### config.mk
export PLATFORM = sky130hd
export DESIGN_NAME = fp_add_issue
export DESIGN_NICKNAME = d
export VERILOG_FILES = /design/src/rtl/fp_add_issue.sv
export SDC_FILE = /design/constraint.sdc
export NUM_CORES = 1
export LEC_CHECK = 0
export ABC_AREA = 1
export CAP_MARGIN = 0
export CORE_MARGIN = 5
export CORE_UTILIZATION = 49
export DETAILED_ROUTE_END_ITERATION = 16
export PLACE_DENSITY_LB_ADDON = 0.25
export SLEW_MARGIN = 10
export SYNTH_ARGS = -nofsm -noshare
export SYNTH_HDL_FRONTEND = slang
export SYNTH_SLANG_ARGS = --single-unit
### constraint.sdc
create_clock -name clk -period 3.4 [get_ports clk]
set_clock_uncertainty 0.05 [all_clocks]
set_input_delay 0.51 -clock clk [delete_from_list [all_inputs] [get_ports clk]]
set_output_delay 0.51 -clock clk [all_outputs]
set_load 0.05 [all_outputs]
### src/rtl/fp_add_issue.sv
// Issue stage wrapping a multi-cycle floating-point adder: accepts an operand pair,
// short-circuits zero operands, otherwise starts the adder and waits (with timeout) for its answer.
module fp_add_issue #(
  parameter int TIMEOUT = 64,
  parameter int TAG_W   = 4
) (
  input  logic             clk,
  input  logic             rst,
  input  logic             in_valid,
  output logic             in_ready,
  input  logic [31:0]      in_a,
  input  logic [31:0]      in_b,
  input  logic [TAG_W-1:0] in_tag,
  output logic             add_start,
  output logic [31:0]      add_a,
  output logic [31:0]      add_b,
  input  logic             add_done,
  input  logic [31:0]      add_ans,
  output logic             out_valid,
  input  logic             out_ready,
  output logic [31:0]      out_result,
  output logic [TAG_W-1:0] out_tag,
  output logic             out_bypass,
  output logic             out_err,
  output logic [15:0]      op_count
);

  localparam int          CNT_W    = (TIMEOUT > 1) ? $clog2(TIMEOUT) : 1;
  localparam logic [31:0] QNAN     = 32'h7FC0_0000;
  localparam logic [CNT_W-1:0] CNT_LAST = CNT_W'(TIMEOUT - 1);

  typedef enum logic [1:0] {IDLE, ISSUE, WAIT, RESP} state_t;

  state_t             state_reg, state_next;
  logic [31:0]        a_reg, a_next;
  logic [31:0]        b_reg, b_next;
  logic [TAG_W-1:0]   tag_reg, tag_next;
  logic [31:0]        result_reg, result_next;
  logic               bypass_reg, bypass_next;
  logic               err_reg, err_next;
  logic [CNT_W-1:0]   cnt_reg, cnt_next;
  logic [15:0]        op_count_reg, op_count_next;

  logic               a_zero, b_zero;
  logic [31:0]        bypass_val;

  // Zero test ignores the sign bit: +0 and -0 both bypass.
  assign a_zero = (in_a[30:0] == 31'd0);
  assign b_zero = (in_b[30:0] == 31'd0);

  always_comb begin
    bypass_val = in_a;
    case ({a_zero, b_zero})
      2'b11:   bypass_val = {in_a[31] & in_b[31], 31'd0};
      2'b10:   bypass_val = in_b;
      default: bypass_val = in_a;
    endcase
  end

  always_ff @(posedge clk or negedge rst) begin
    if (!rst) begin
      state_reg    <= IDLE;
      a_reg        <= 32'd0;
      b_reg        <= 32'd0;
      tag_reg      <= '0;
      result_reg   <= 32'd0;
      bypass_reg   <= 1'b0;
      err_reg      <= 1'b0;
      cnt_reg      <= '0;
      op_count_reg <= 16'd0;
    end else begin
      state_reg    <= state_next;
      a_reg        <= a_next;
      b_reg        <= b_next;
      tag_reg      <= tag_next;
      result_reg   <= result_next;
      bypass_reg   <= bypass_next;
      err_reg      <= err_next;
      cnt_reg      <= cnt_next;
      op_count_reg <= op_count_next;
    end
  end

  always_comb begin
    state_next    = state_reg;
    a_next        = a_reg;
    b_next        = b_reg;
    tag_next      = tag_reg;
    result_next   = result_reg;
    bypass_next   = bypass_reg;
    err_next      = err_reg;
    cnt_next      = cnt_reg;
    op_count_next = op_count_reg;
    case (state_reg)
      IDLE: begin
        if (in_valid) begin
          a_next   = in_a;
          b_next   = in_b;
          tag_next = in_tag;
          if (a_zero || b_zero) begin
            result_next = bypass_val;
            bypass_next = 1'b1;
            err_next    = 1'b0;
            state_next  = RESP;
          end else begin
            state_next = ISSUE;
          end
        end
      end
      ISSUE: begin
        cnt_next   = '0;
        state_next = WAIT;
      end
      WAIT: begin
        // A done arriving on the final timeout cycle still wins over the abort.
        if (add_done) begin
          result_next = add_ans;
          bypass_next = 1'b0;
          err_next    = 1'b0;
          state_next  = RESP;
        end else if (cnt_reg == CNT_LAST) begin
          result_next = QNAN;
          bypass_next = 1'b0;
          err_next    = 1'b1;
          state_next  = RESP;
        end else begin
          cnt_next = cnt_reg + CNT_W'(1);
        end
      end
      RESP: begin
        if (out_ready) begin
          op_count_next = op_count_reg + 16'd1;
          state_next    = IDLE;
        end
      end
      default: state_next = IDLE;
    endcase
  end

  assign in_ready   = (state_reg == IDLE);
  assign add_start  = (state_reg == ISSUE);
  assign out_valid  = (state_reg == RESP);
  assign add_a      = a_reg;
  assign add_b      = b_reg;
  assign out_result = result_reg;
  assign out_tag    = tag_reg;
  assign out_bypass = bypass_reg;
  assign out_err    = err_reg;
  assign op_count   = op_count_reg;

endmodule

======== Word level (Yosys, flattened, before mapping) ========
Cells that the tools add are included.
operators by class
  equal/unequal tests ..................... 12
  bitwise operators ....................... 1
  add/sub/neg operators ................... 2
  reductions and logical operators ........ 11
  mux-type cells .......................... 25
operator list
  cell                                                              count
  32-bit 2-to-1 mux                                                 4
  32-bit case mux with 2 select lines                               2
  31-bit zero test                                                  2
  16-bit by 1-bit adder with 16-bit output (second input constant)  1
  6-bit 2-to-1 mux                                                  2
  6-bit case mux with 2 select lines                                1
  2-bit 2-to-1 mux                                                  5
  2-bit == test (second input constant)                             4
  1-bit 2-to-1 mux                                                  8
  2-bit case mux with 4 select lines                                1
  6-bit by 1-bit adder with 6-bit output (second input constant)    1
  6-bit == test (second input constant)                             1
  2-bit != test (second input constant)                             3
  3-bit AND reduction                                               2
  2-bit by 1-bit != test with 1-bit output (second input constant)  2
  1-bit case mux with 2 select lines                                2
  2-bit AND reduction                                               2
  4-bit AND reduction                                               1
  2-bit nonzero test                                                2
  3-bit != test (second input constant)                             1
  2-bit by 1-bit == test with 1-bit output (second input constant)  1
  2-bit zero test                                                   1
  1-bit AND                                                         1
  1-bit logical OR                                                  1
storage, ports and cells
  input port bits ......................... 105
  output and inout bits ................... 121
  register bits ........................... 126
  logic and storage cells ................. 60

======== Longest topological paths before layout ========
  depth after elaboration ................. 6
  depth in mapped cells ................... 14
  mapped depth without buffers ............ 12

======== Worst setup path after synthesis ========
OpenSTA, ideal clock, no wires.
  kind .................................... register to register
  from .................................... register state_reg[0]
  to ...................................... register result_reg[14], in the netlist out_result[14]
  path buffers ............................ 1
  setup time .............................. 116 ps
  slack ................................... 1250 ps
  period minus slack after synthesis ...... 2150 ps
  stages on the path, launching flop included .. 11
  data arrival time ....................... 1983 ps
  data required time ...................... 3234 ps
  path through ............................ dfrtp_1 inv_1 ha_1 inv_1 o21ai_2 a21oi_4 nand2_4 clkinv_4 buf_6 nand3_1 nand2_1
between the ends
  longest elaborated chain between the ends .. 3
  elaborated cells between the ends (all ways) .. 8
  classes of those cells .................. 4 x eq/ne; 1 x mux; 3 x reduce/logical
ends and longest elaborated chain
  item                                                                              line  source
  start, declared                                                                   34    state_t state_reg, state_next;
  start signal, assigned                                                            72    state_reg <= state_next;
  2-bit zero test *                                                                 --
  net in_ready                                                                      10    output logic in_ready,
  2-bit by 1-bit != test with 1-bit output (no line), or another cell as far along  --
  4-bit AND reduction (no line)                                                     --
  end signal, assigned                                                              76    result_reg <= result_next;
  end, declared                                                                     38    logic [31:0] result_reg, result_next;
Mark *: on every way through the listed nets, which the timed path passes. The rest lies on a longest branch.
A chain may end at the register's enable or synchronous reset.

======== Worst setup path in the final report ========
  from .................................... register state_reg[0]
  to ...................................... output in_ready
between the ends
  longest elaborated chain between the ends .. 1
ends and longest elaborated chain
  item             line  source
  2-bit zero test  140   assign in_ready = (state_reg == IDLE);
  end, declared    10
No other way between the ends.

==> metrics.yaml <==
synth:
  synth_nets: 868
  ys_seq_area_share_pct: 50.8
  ys_warn_count: 0
  synth.distinct_cells: 37
  syn_area_per_cell_um2: 8.20
  syn_inst: 757
  netlist_area_um2: 6200
  ys_ff_latch: 126
timing:
  finalSetupViolCount: 0
  post-route-period-util_pct: 80.1
  period_needed_ns: 2.72
  hold_slack_ns: 0.106
  fin_ws_ns: 0.677
  tightest_slew_ns: 0.715
  max_freq_mhz: 367
  max_slew_margin_pct: 52.3
  setup_tns_ns: 0
  rsz0062_at_grt: "no"
  slew_violations: 0
  hold_viol: 0
power:
  p_per_area_nw_per_um2: 1070
  power.share.sequential_pct: 25.7
  comb_power_share_pct: 57.1
  internal_power_mw: 4.90
  p_leak_nw: 4.39
  power_frac_clock_pct: 17.2
  ir_drop_mv: 0.548
  switching_power_mw: 4.84
  switching_share_pct: 49.7
  power_mw: 9.74
critical_path:
  criticalPathCategory: "reg2out"
  r2r_end: "out_result[17]"
  timing.critical_path.buf_inv: 2
  path_cells: "inv_1, ha_1, clkdlybuf4s50_1"
  critPathTopFamily: "buffers and inverters"
  rrSetupSlack_ns: 0.92
  critical_path_arrival_ns: 2.16
  crit_path_max_fanout: 6
  max_stage_delay_ns: 0.88
  start_kind: "flip-flop"
  critical_path_required_ns: 2.84
  reg2reg_depth: 14
  worst_setup_path_end_kind: "output pin"
  slowest_stage: "clkdlybuf4s50_1"
  r2r_start: "state_reg[0]"
routing:
  wl_per_cell_um: 16.7
  num_vias: 5883
  route.antenna.remaining_nets: 0
  wirelength_um: 19400
  avgViaCountPerCell: 5.06
  drt_iter0_markers: 455
  drt-pass1-iter-count: 6
  drc_errors: 0
floorplanning:
  num_io_pins: 226
  die_h_um: 123
  die_x_um: 123
  rows: 41
  core_area_um2: 12500
  fp.dieArea_um2: 15000
  start_util_pct: 49.6
finish:
  layout_common_cells: "clkdlybuf4s50_1 (224), nand2_1 (212), dfrtp_1 (126), inv_1 (81), o21ai_0 (72)"
  final_layout_size_suffix_gt1_share_pct: 8.38
  syn_to_final_growth_pct: 47.2
  final_common_cell: "clkdlybuf4s50_1"
  final_area_um2: 9130
  final_nets: 1089
  antennaDiodeCount: 0
job:
  maxCapViolations: 0
clock_tree:
  clk_latency_ns: 0.41
  cts-hold-fix-buffers: 0
  post_cts_buffers: 0
  cts_buffers: 17
  clockRootBuffer: "clkbuf_16"
  clock_path_buffers: 2
  htreeDepth: 4
  tritoncts: "built"
  clock_sinks: 126
  cts_resized: 0
  clkTransAtPathRegs_ns: 0.06
run_status:
  status: "completed"
place:
  post-dp-hpwl_um: 14400
  routabilityCongestion: 0.876
  dpl_worst_slack_ns: 0.618
  io_buffer_count: 225
  dpl_cell_area_um2: 8580
hold_path:
  hold_path.class: "in2async"
global_routing:
  grt_pass1_wl_um: 30300
  gr-total-overflow: 0
  grt_use_total_pct: 26.4
  grt_pass1_vias: 5811
  grt_max_degree: 76
  antenna_found_initial: 2
## cell families (layout without fill, tap and decap cells)
logic type               after synthesis  in the layout  synth area share, %
AO/OA/AOI/OAI                        112            112                 9.48
XOR/XNOR                              16             16                 2.26
adder cells (fa/ha/maj)                6              6                 1.21
buffers and inverters                130            363                 8.99
flip-flops                           126            126                 50.8
multiplexers                          11             11                 2.00
AND/OR/NAND/NOR                      356            356                 25.2
## stage by stage
step | cells | utilization (%)
after floorplan | 757 | -
after global placement | 1131 | 68.6
after detailed placement | 1131 | 68.6
after CTS | 1162 | 73.0
after global routing | 1162 | 73.0
final | 1162 | 73.0
## power by group through the flow
| stage | clock [mW] | sequential (mW) | combinational (mW) |
|---|---|---|---|
| 2_1_floorplan | 0 | 4.57 | 1.62 |
| 3_3_place_gp | 0 | 2.50 | 5.49 |
| 3_5_place_dp | 0 | 2.52 | 5.56 |
| 4_1_cts | 1.69 | 2.51 | 5.58 |
| 5_1_grt | 1.76 | 2.59 | 5.89 |
| 6_report | 1.67 | 2.51 | 5.56 |
## cells in the mapped netlist (all sizes together)
| cell | number | area [um^2] |
|---|---|---|
| nand4 | 4 | 25.0 |
| buf | 22 | 145 |
| dfrtp | 126 | 3150 |
| o211ai | 1 | 7.51 |
| xnor2 | 4 | 35.0 |
| nand3 | 45 | 238 |
| nand3b | 15 | 113 |
| a2bb2oi | 1 | 8.76 |
| o21ai | 89 | 453 |
| xor2 | 12 | 105 |
| nor2 | 59 | 248 |
| inv | 88 | 333 |
| a21oi | 20 | 111 |
| nand2 | 218 | 846 |
| a22oi | 1 | 7.51 |
| clkbuf | 9 | 33.8 |
| or2 | 9 | 56.3 |
| clkinv | 11 | 46.3 |
| mux2 | 11 | 124 |
| ha | 6 | 75.1 |
| nor4 | 1 | 6.26 |
| nor3 | 5 | 35.0 |
## layout make-up
cell class                      instances  area [um^2]
Multi-Input combinational cell        501         2500
Clock buffer                           25          515
Clock inverter                          6         32.5
Timing Repair Buffer                  233         2330
Inverter                               99          379
Fill cell                            1003         3390
Sequential cell                       126         3150
Tap cell                              172          215
## per-layer routing
layer | share of wire [%] | vias up | track usage, % | wire, um
met2 | 47 | 248 | 42.2 | 9090
li1 | - | 2824 | - | -
met1 | 41 | 2768 | 32.8 | 7890
met3 | 10 | 39 | 10.2 | 1950
met4 | 2.5 | 4 | 9.24 | 495
met5 | 0.12 | - | 0 | 23
## worst max path at each step
stage	start	to	depth (start not counted)
final	state_reg[0]	in_ready	3
after CTS	state_reg[0]	in_ready	3
after global placement	in_b[6]	out_result[19]	14
after global routing	state_reg[0]	in_ready	3
after floorplan	state_reg[0]	out_result[14]	10
after detailed placement	in_a[24]	out_result[17]	14
Note: power is estimated with default switching activity, not from simulation.
